==> src/rtl/bs_rbtr_rr_bp_if.sv <==
`default_nettype none
// ----------------------------------------------------------------------------
// Module   : bs_rbtr_rr_bp_if
// Brief    : Driver-FIFO side bundle of the round-robin bus arbiter.
// Revision : 1.0
// ----------------------------------------------------------------------------
interface bs_rbtr_rr_bp_if #(
    parameter int DRVRS   = 4,
    parameter int PCKG_SZ = 32,
    parameter int CNT_W   = 16
);
    logic [DRVRS-1:0]         pndng;
    logic [DRVRS*PCKG_SZ-1:0] D_pop;
    logic [DRVRS-1:0]         full;
    logic [DRVRS-1:0]         pop;
    logic [DRVRS-1:0]         push;
    logic [DRVRS*PCKG_SZ-1:0] D_push;
    logic                     busy;
    logic                     drop;
    logic [CNT_W-1:0]         msg_cnt;
    logic [CNT_W-1:0]         drop_cnt;

    modport master (
        input  pndng, D_pop, full,
        output pop, push, D_push, busy, drop, msg_cnt, drop_cnt
    );

    modport slave (
        output pndng, D_pop, full,
        input  pop, push, D_push, busy, drop, msg_cnt, drop_cnt
    );
endinterface
`default_nettype wire

==> src/rtl/bs_rbtr_rr_bp.sv <==
`default_nettype none
// ----------------------------------------------------------------------------
// Module   : bs_rbtr_rr_bp
// Brief    : Round-robin bus arbiter with destination backpressure, timeout
//            drop, invalid-target drop and saturating status counters.
// Revision : 1.0
// ----------------------------------------------------------------------------
module bs_rbtr_rr_bp #(
    parameter int                DRVRS     = 4,
    parameter int                PCKG_SZ   = 32,
    parameter int                ADDR_W    = 8,
    parameter logic [ADDR_W-1:0] BROADCAST = 8'hFF,
    parameter int                TIMEOUT   = 16,
    parameter int                CNT_W     = 16
) (
    input  logic                    clk,
    input  logic                    reset,
    bs_rbtr_rr_bp_if.master         bus
);
    localparam int c_iw = $clog2(DRVRS);
    localparam int c_ww = (TIMEOUT > 1) ? $clog2(TIMEOUT) : 1;
    localparam logic [DRVRS-1:0] c_one = {{(DRVRS-1){1'b0}}, 1'b1};

    typedef enum logic [1:0] {
        ST_IDLE  = 2'd0,
        ST_POP   = 2'd1,
        ST_ROUTE = 2'd2
    } state_t;

    state_t              r_state;
    state_t              w_state_nxt;
    logic [c_iw-1:0]     r_rr_ptr;
    logic [c_iw-1:0]     r_grant;
    logic [c_iw-1:0]     w_scan_grant;
    logic                w_scan_hit;
    logic [PCKG_SZ-1:0]  r_pkt;
    logic [c_ww-1:0]     r_wait;
    logic [CNT_W-1:0]    r_msg_cnt;
    logic [CNT_W-1:0]    r_drop_cnt;
    logic [ADDR_W-1:0]   w_target;
    logic                w_unicast;
    logic                w_bcast;
    logic                w_invalid;
    logic                w_blocked;
    logic                w_timeout;
    logic [DRVRS-1:0]    w_dst;
    logic                w_deliver;
    logic                w_discard;
    logic [c_iw-1:0]     w_rr_nxt;

    // Rotating priority scan starting at r_rr_ptr, wrapping modulo DRVRS.
    always_comb begin
        logic [c_iw:0] idx;
        w_scan_hit   = 1'b0;
        w_scan_grant = r_rr_ptr;
        idx          = '0;
        for (int k = 0; k < DRVRS; k++) begin
            idx = {1'b0, r_rr_ptr} + (c_iw+1)'(k);
            if (idx >= (c_iw+1)'(DRVRS)) begin
                idx = idx - (c_iw+1)'(DRVRS);
            end
            if (!w_scan_hit && bus.pndng[idx[c_iw-1:0]]) begin
                w_scan_hit   = 1'b1;
                w_scan_grant = idx[c_iw-1:0];
            end
        end
    end

    assign w_target  = r_pkt[PCKG_SZ-1 -: ADDR_W];
    assign w_unicast = (32'(w_target) < 32'(DRVRS));
    assign w_bcast   = !w_unicast && (w_target == BROADCAST);
    assign w_invalid = !w_unicast && !w_bcast;
    assign w_dst     = w_unicast ? (c_one << w_target) :
                       w_bcast   ? ~(c_one << r_grant) : '0;
    // Any full destination stalls the whole set, keeping broadcast atomic.
    assign w_blocked = |(w_dst & bus.full);
    assign w_timeout = (r_wait == c_ww'(TIMEOUT-1));
    assign w_deliver = (r_state == ST_ROUTE) && !w_invalid && !w_blocked;
    assign w_discard = (r_state == ST_ROUTE) && (w_invalid || (w_blocked && w_timeout));
    assign w_rr_nxt  = (r_grant == c_iw'(DRVRS-1)) ? '0 : r_grant + c_iw'(1);

    always_comb begin
        w_state_nxt = r_state;
        case (r_state)
            ST_IDLE:  if (w_scan_hit) w_state_nxt = ST_POP;
            ST_POP:   w_state_nxt = ST_ROUTE;
            ST_ROUTE: if (w_deliver || w_discard) w_state_nxt = ST_IDLE;
            default:  w_state_nxt = ST_IDLE;
        endcase
    end

    always_ff @(posedge clk) begin
        if (reset) begin
            r_state    <= ST_IDLE;
            r_rr_ptr   <= '0;
            r_grant    <= '0;
            r_pkt      <= '0;
            r_wait     <= '0;
            r_msg_cnt  <= '0;
            r_drop_cnt <= '0;
        end else begin
            r_state <= w_state_nxt;
            case (r_state)
                ST_IDLE: begin
                    if (w_scan_hit) r_grant <= w_scan_grant;
                end
                ST_POP: begin
                    r_pkt  <= bus.D_pop[r_grant*PCKG_SZ +: PCKG_SZ];
                    r_wait <= '0;
                end
                ST_ROUTE: begin
                    if (w_deliver || w_discard) r_rr_ptr <= w_rr_nxt;
                    else                        r_wait   <= r_wait + c_ww'(1);
                end
                default: ;
            endcase
            if (w_deliver && (r_msg_cnt != '1))  r_msg_cnt  <= r_msg_cnt + CNT_W'(1);
            if (w_discard && (r_drop_cnt != '1)) r_drop_cnt <= r_drop_cnt + CNT_W'(1);
        end
    end

    assign bus.pop      = (r_state == ST_POP) ? (c_one << r_grant) : '0;
    assign bus.push     = w_deliver ? w_dst : '0;
    assign bus.drop     = w_discard;
    assign bus.busy     = (r_state != ST_IDLE);
    assign bus.D_push   = {DRVRS{r_pkt}};
    assign bus.msg_cnt  = r_msg_cnt;
    assign bus.drop_cnt = r_drop_cnt;

endmodule
`default_nettype wire
==> src/flat_wrapper.sv <==
// flat-port wrapper written by rule: the top's interface ports become plain ports
module bs_rbtr_rr_bp_flat 
#(
    parameter int                DRVRS     = 4,
    parameter int                PCKG_SZ   = 32,
    parameter int                ADDR_W    = 8,
    parameter logic [ADDR_W-1:0] BROADCAST = 8'hFF,
    parameter int                TIMEOUT   = 16,
    parameter int                CNT_W     = 16
)
  (clk, reset, bus_pndng, bus_D_pop, bus_full, bus_pop, bus_push, bus_D_push, bus_busy, bus_drop, bus_msg_cnt, bus_drop_cnt);
  bs_rbtr_rr_bp_if #(.DRVRS(DRVRS), .PCKG_SZ(PCKG_SZ), .CNT_W(CNT_W)) bus_i ();
  input  logic clk;
  input  logic reset;
  input wire logic [$bits(bus_i.pndng)-1:0] bus_pndng;
  input wire logic [$bits(bus_i.D_pop)-1:0] bus_D_pop;
  input wire logic [$bits(bus_i.full)-1:0] bus_full;
  output wire logic [$bits(bus_i.pop)-1:0] bus_pop;
  output wire logic [$bits(bus_i.push)-1:0] bus_push;
  output wire logic [$bits(bus_i.D_push)-1:0] bus_D_push;
  output wire logic [$bits(bus_i.busy)-1:0] bus_busy;
  output wire logic [$bits(bus_i.drop)-1:0] bus_drop;
  output wire logic [$bits(bus_i.msg_cnt)-1:0] bus_msg_cnt;
  output wire logic [$bits(bus_i.drop_cnt)-1:0] bus_drop_cnt;
  assign bus_i.pndng = bus_pndng;
  assign bus_i.D_pop = bus_D_pop;
  assign bus_i.full = bus_full;
  assign bus_pop = bus_i.pop;
  assign bus_push = bus_i.push;
  assign bus_D_push = bus_i.D_push;
  assign bus_busy = bus_i.busy;
  assign bus_drop = bus_i.drop;
  assign bus_msg_cnt = bus_i.msg_cnt;
  assign bus_drop_cnt = bus_i.drop_cnt;
  bs_rbtr_rr_bp #(.DRVRS(DRVRS), .PCKG_SZ(PCKG_SZ), .ADDR_W(ADDR_W), .BROADCAST(BROADCAST), .TIMEOUT(TIMEOUT), .CNT_W(CNT_W)) u_core (.clk(clk), .reset(reset), .bus(bus_i));
endmodule
==> config.mk <==
export PLATFORM = sky130hd
export DESIGN_NAME = bs_rbtr_rr_bp_flat
export DESIGN_NICKNAME = d
export VERILOG_FILES = /design/src/rtl/bs_rbtr_rr_bp_if.sv /design/src/rtl/bs_rbtr_rr_bp.sv /design/src/flat_wrapper.sv
export SDC_FILE = /design/constraint.sdc
export NUM_CORES = 1
export LEC_CHECK = 0
export ABC_AREA = 1
export CORE_ASPECT_RATIO = 2
export CORE_MARGIN = 2
export CORE_UTILIZATION = 36
export DETAILED_ROUTE_END_ITERATION = 8
export GPL_TIMING_DRIVEN = 0
export PLACE_DENSITY = 0.79
export SLEW_MARGIN = 20
export SYNTH_ARGS = -nofsm -noshare
export SYNTH_HDL_FRONTEND = slang
export SYNTH_SLANG_ARGS = --single-unit
==> constraint.sdc <==
create_clock -name clk -period 2.54 [get_ports clk]
set_input_delay 0.254 -clock clk [delete_from_list [all_inputs] [get_ports clk]]
set_output_delay 0.254 -clock clk [all_outputs]
set_load 0.02 [all_outputs]
==> results <==
-- repair_timing --
action / 4_1_cts / 5_1_grt
resized for setup: 36 / 13
buffers inserted: 7 / 7
hold endpoints to repair: 0 / 0
pin swaps: 3 / 3
setup endpoints to repair: 47 / 6
hold buffers: 0 / 0
-- final timing paths --
| kind | from | end | slack [ns] | cells past startpoint |
|---|---|---|---|---|
| max reg2reg | u_core.r_pkt[26] | u_core.bus.msg_cnt[9] | 0.32 | 14 |
| min reg2reg | u_core.r_wait[3] | u_core.r_wait[3] | 0.50 | 2 |
| min | reset | u_core.r_wait[3] | 0.47 | 4 |
| max | u_core.r_grant[0] | bus_drop | 0.16 | 14 |
-- layout by cell type (no fill, tap or decap), drive strengths merged --
cell           count
nor3               5
nand4              6
dfxtp             74
nand3             57
clkinvlp           2
o22ai             32
diode              1
nor2             116
clkinv             6
inv              104
clkdlybuf4s50    301
nand3b             3
buf              122
o211ai             1
xnor2             14
o21ai            112
nor4               2
ha                 7
nand2             99
xor2              14
bufinv             1
or2                1
a21oi             72
clkbuf            44
or3                1
-- layout make-up --
cell class                 instances  area, µm²  area share
antenna                            1      2.502   0.0002674
buffer                           136      933.4     0.09975
clock buffer                      11      242.7     0.02594
clock inverter                     5      53.80    0.005749
inverter                         108      419.2     0.04479
multi-input combinational        542       2808      0.3000
sequential                        74       1494      0.1596
tap                              198      247.7     0.02647
timing repair buffer             320       3157      0.3373
-- power breakdown --
part | internal (µW) | total (µW) | switching [µW]
Clock | 784 | 1290 | 506
Sequential | 1400 | 1770 | 369
Combinational | 2540 | 5210 | 2660
-- worst reg2reg max path, delay by kind of cell (launching register included) --
kind                   cells  cell delay (ns)
AND/OR/NAND/NOR           10             1.03
buffers and inverters      3             0.47
AO/OA/AOI/OAI              1             0.14
flip-flops                 1             0.50
-- through the flow --
stage,setup WS (ns),utilization
2_1_floorplan,0.03641,-
3_3_place_gp,-1.182,0.5834
3_5_place_dp,-1.292,0.5834
4_1_cts,0.005616,0.6081
5_1_grt,0.01756,0.6118
6_report,0.1623,0.6118
-- metal layers --
| metal | part of all wire | track usage | vias up |
|---|---|---|---|
| met5 | 0 | 0 | - |
| li1 | - | - | 3367 |
| met2 | 0.53 | 0.4806 | 311 |
| met1 | 0.36 | 0.2605 | 3101 |
| met3 | 0.064 | 0.05144 | 68 |
| met4 | 0.043 | 0.1224 | 0 |
-- kinds of logic after synthesis --
logic type / after synthesis / share of synthesized area
AND/OR/NAND/NOR: 290 / 0.2303
adder cells (fa/ha/maj): 7 / 0.01561
AO/OA/AOI/OAI: 217 / 0.2085
flip-flops: 74 / 0.2640
XOR/XNOR: 28 / 0.04370
buffers and inverters: 247 / 0.2379
-- registers in the layout, indices dropped and copies added (netlist names) --
register,cells
u_core.r_pkt,32
u_core.bus.drop_cnt,16
u_core.bus.msg_cnt,16
u_core.r_wait,4
u_core.r_grant,2
u_core.r_rr_ptr,2
u_core.r_state,2
==> flow_metrics.py <==
metrics = {
    "layout": {
        "areaGrowthSynthToFinish_pct": 66.76,
        "drive_above_1_share": 0.1589,
        "fillers": 1389,
        "fin_nets": 1336,
        "fin_area_mm2": 0.009358,
        "instances_no_fill": 1395,
    },
    "status": {
        "status": "complete, no violations",
    },
    "route": {
        "wl_um": 21820,
        "drtIter0Drc": 365,
        "vias_per_cell": 4.908,
        "avgRoutedWirePerCell_um": 15.64,
        "detail_route.first_pass.iterations": 5,
        "vias": 6847,
        "ant_nets": 0,
        "drc": 0,
    },
    "place": {
        "dp_hpwl_um": 17000,
        "port-buffer-count": 306,
        "place_area_mm2": 0.008922,
        "finalWeightedCongestion": 0.9555,
        "dp.cells": 1367,
    },
    "worst_setup_path": {
        "critPathArrivalTime_ns": 2.12,
        "crit_fanout": 8,
        "crit_required_ns": 2.29,
        "slowest_stage": "dfxtp_4",
        "path_buf_inv": 7,
        "crit_path_frequent_cell": "inv_2",
        "start_kind": "register",
        "critPathTopFamily": "buffers and inverters",
        "cp_cell_sequence": "clkinvlp_4, clkbuf_16, ha_1, inv_2, nand3_1, nand2_2, inv_2, nor2_2, nor2_1, nand2_1, nand2_1, inv_2, buf_6, buf_6",
        "path_class": "register to output port",
        "cpPeakStageDelay_ns": 0.40,
        "critPathCaptureType": "output port",
    },
    "clocking": {
        "clk_pin_slew_ns": 0.06,
        "cts_tree": "yes",
        "cts_made_buffers": 9,
        "h-tree-depth": 3,
        "clk_path_buf_depth": 2,
        "cts.sink_count": 74,
        "cts_root_buffer": "clkbuf_16",
        "insertion_delay_ns": 0.35,
    },
    "global_route": {
        "antenna_found_initial": 1,
        "grt_remaining_overflow": 0,
        "grt_usage": 0.2547,
        "grt_pass1_wl_um": 33560,
        "grt_start_max_net_pins": 15,
        "grt_pass1_vias": 6607,
    },
    "synth": {
        "synth_top_cell_by_area": "dfxtp_1",
        "postSynthCellCount": 863,
        "synth.distinct_cells": 35,
        "yosys.cell_count.top_type": "nor2_1",
        "synth_edf_count": 0,
        "yosys_warnings": 0,
        "synth_common_cells": "nor2_1, o21ai_0, inv_1, buf_4, nand2_1",
        "ys.flop_type": "dfxtp_1",
        "async_reset_ff_frac": 0,
        "yosys.area.top_type_share": 0.2640,
        "synth_area_per_cell_um2": 6.502,
        "postSynthNetCount": 1008,
        "ys_seq_elements": 74,
        "yosysSeqAreaShare": 0.2640,
        "yosys-top-cells-area": "dfxtp_1, buf_4, o21ai_0",
        "synth.cell_area_mm2": 0.005612,
    },
    "pwr": {
        "vdd_drop_max_mv": 0.5699,
        "power_leakage_uw": 0.003922,
        "fin_total_pwr_uw": 8268,
        "p_per_area_mw_per_mm2": 883.5,
    },
    "floorplan": {
        "die_height_um": 180.6,
        "die_area_mm2": 0.01666,
        "initial_core_util": 0.3669,
        "die_w_um": 92.29,
        "io_pins": 308,
        "core-area_mm2": 0.01529,
        "core.rowCount": 64,
    },
    "timing": {
        "slew_headroom": 0.5467,
        "rsz0062_at_grt": "no",
        "period_minus_slack_ns": 2.378,
        "fin_skew_ns": 0.007515,
        "slew_violations": 0,
        "fmax_mhz": 420.6,
        "whs_ns": 0.4701,
        "finalSetupViolCount": 0,
        "worst_pin_slew_ns": 0.6799,
        "final_hold_viol_count": 0,
        "tns_ns": 0,
        "period_share": 0.9361,
    },
    "hold_path": {
        "hold_class": "input port to register",
    },
    "flow_run": {
        "cap_violations": 0,
    },
}
Power figures use the tool's default switching activity.
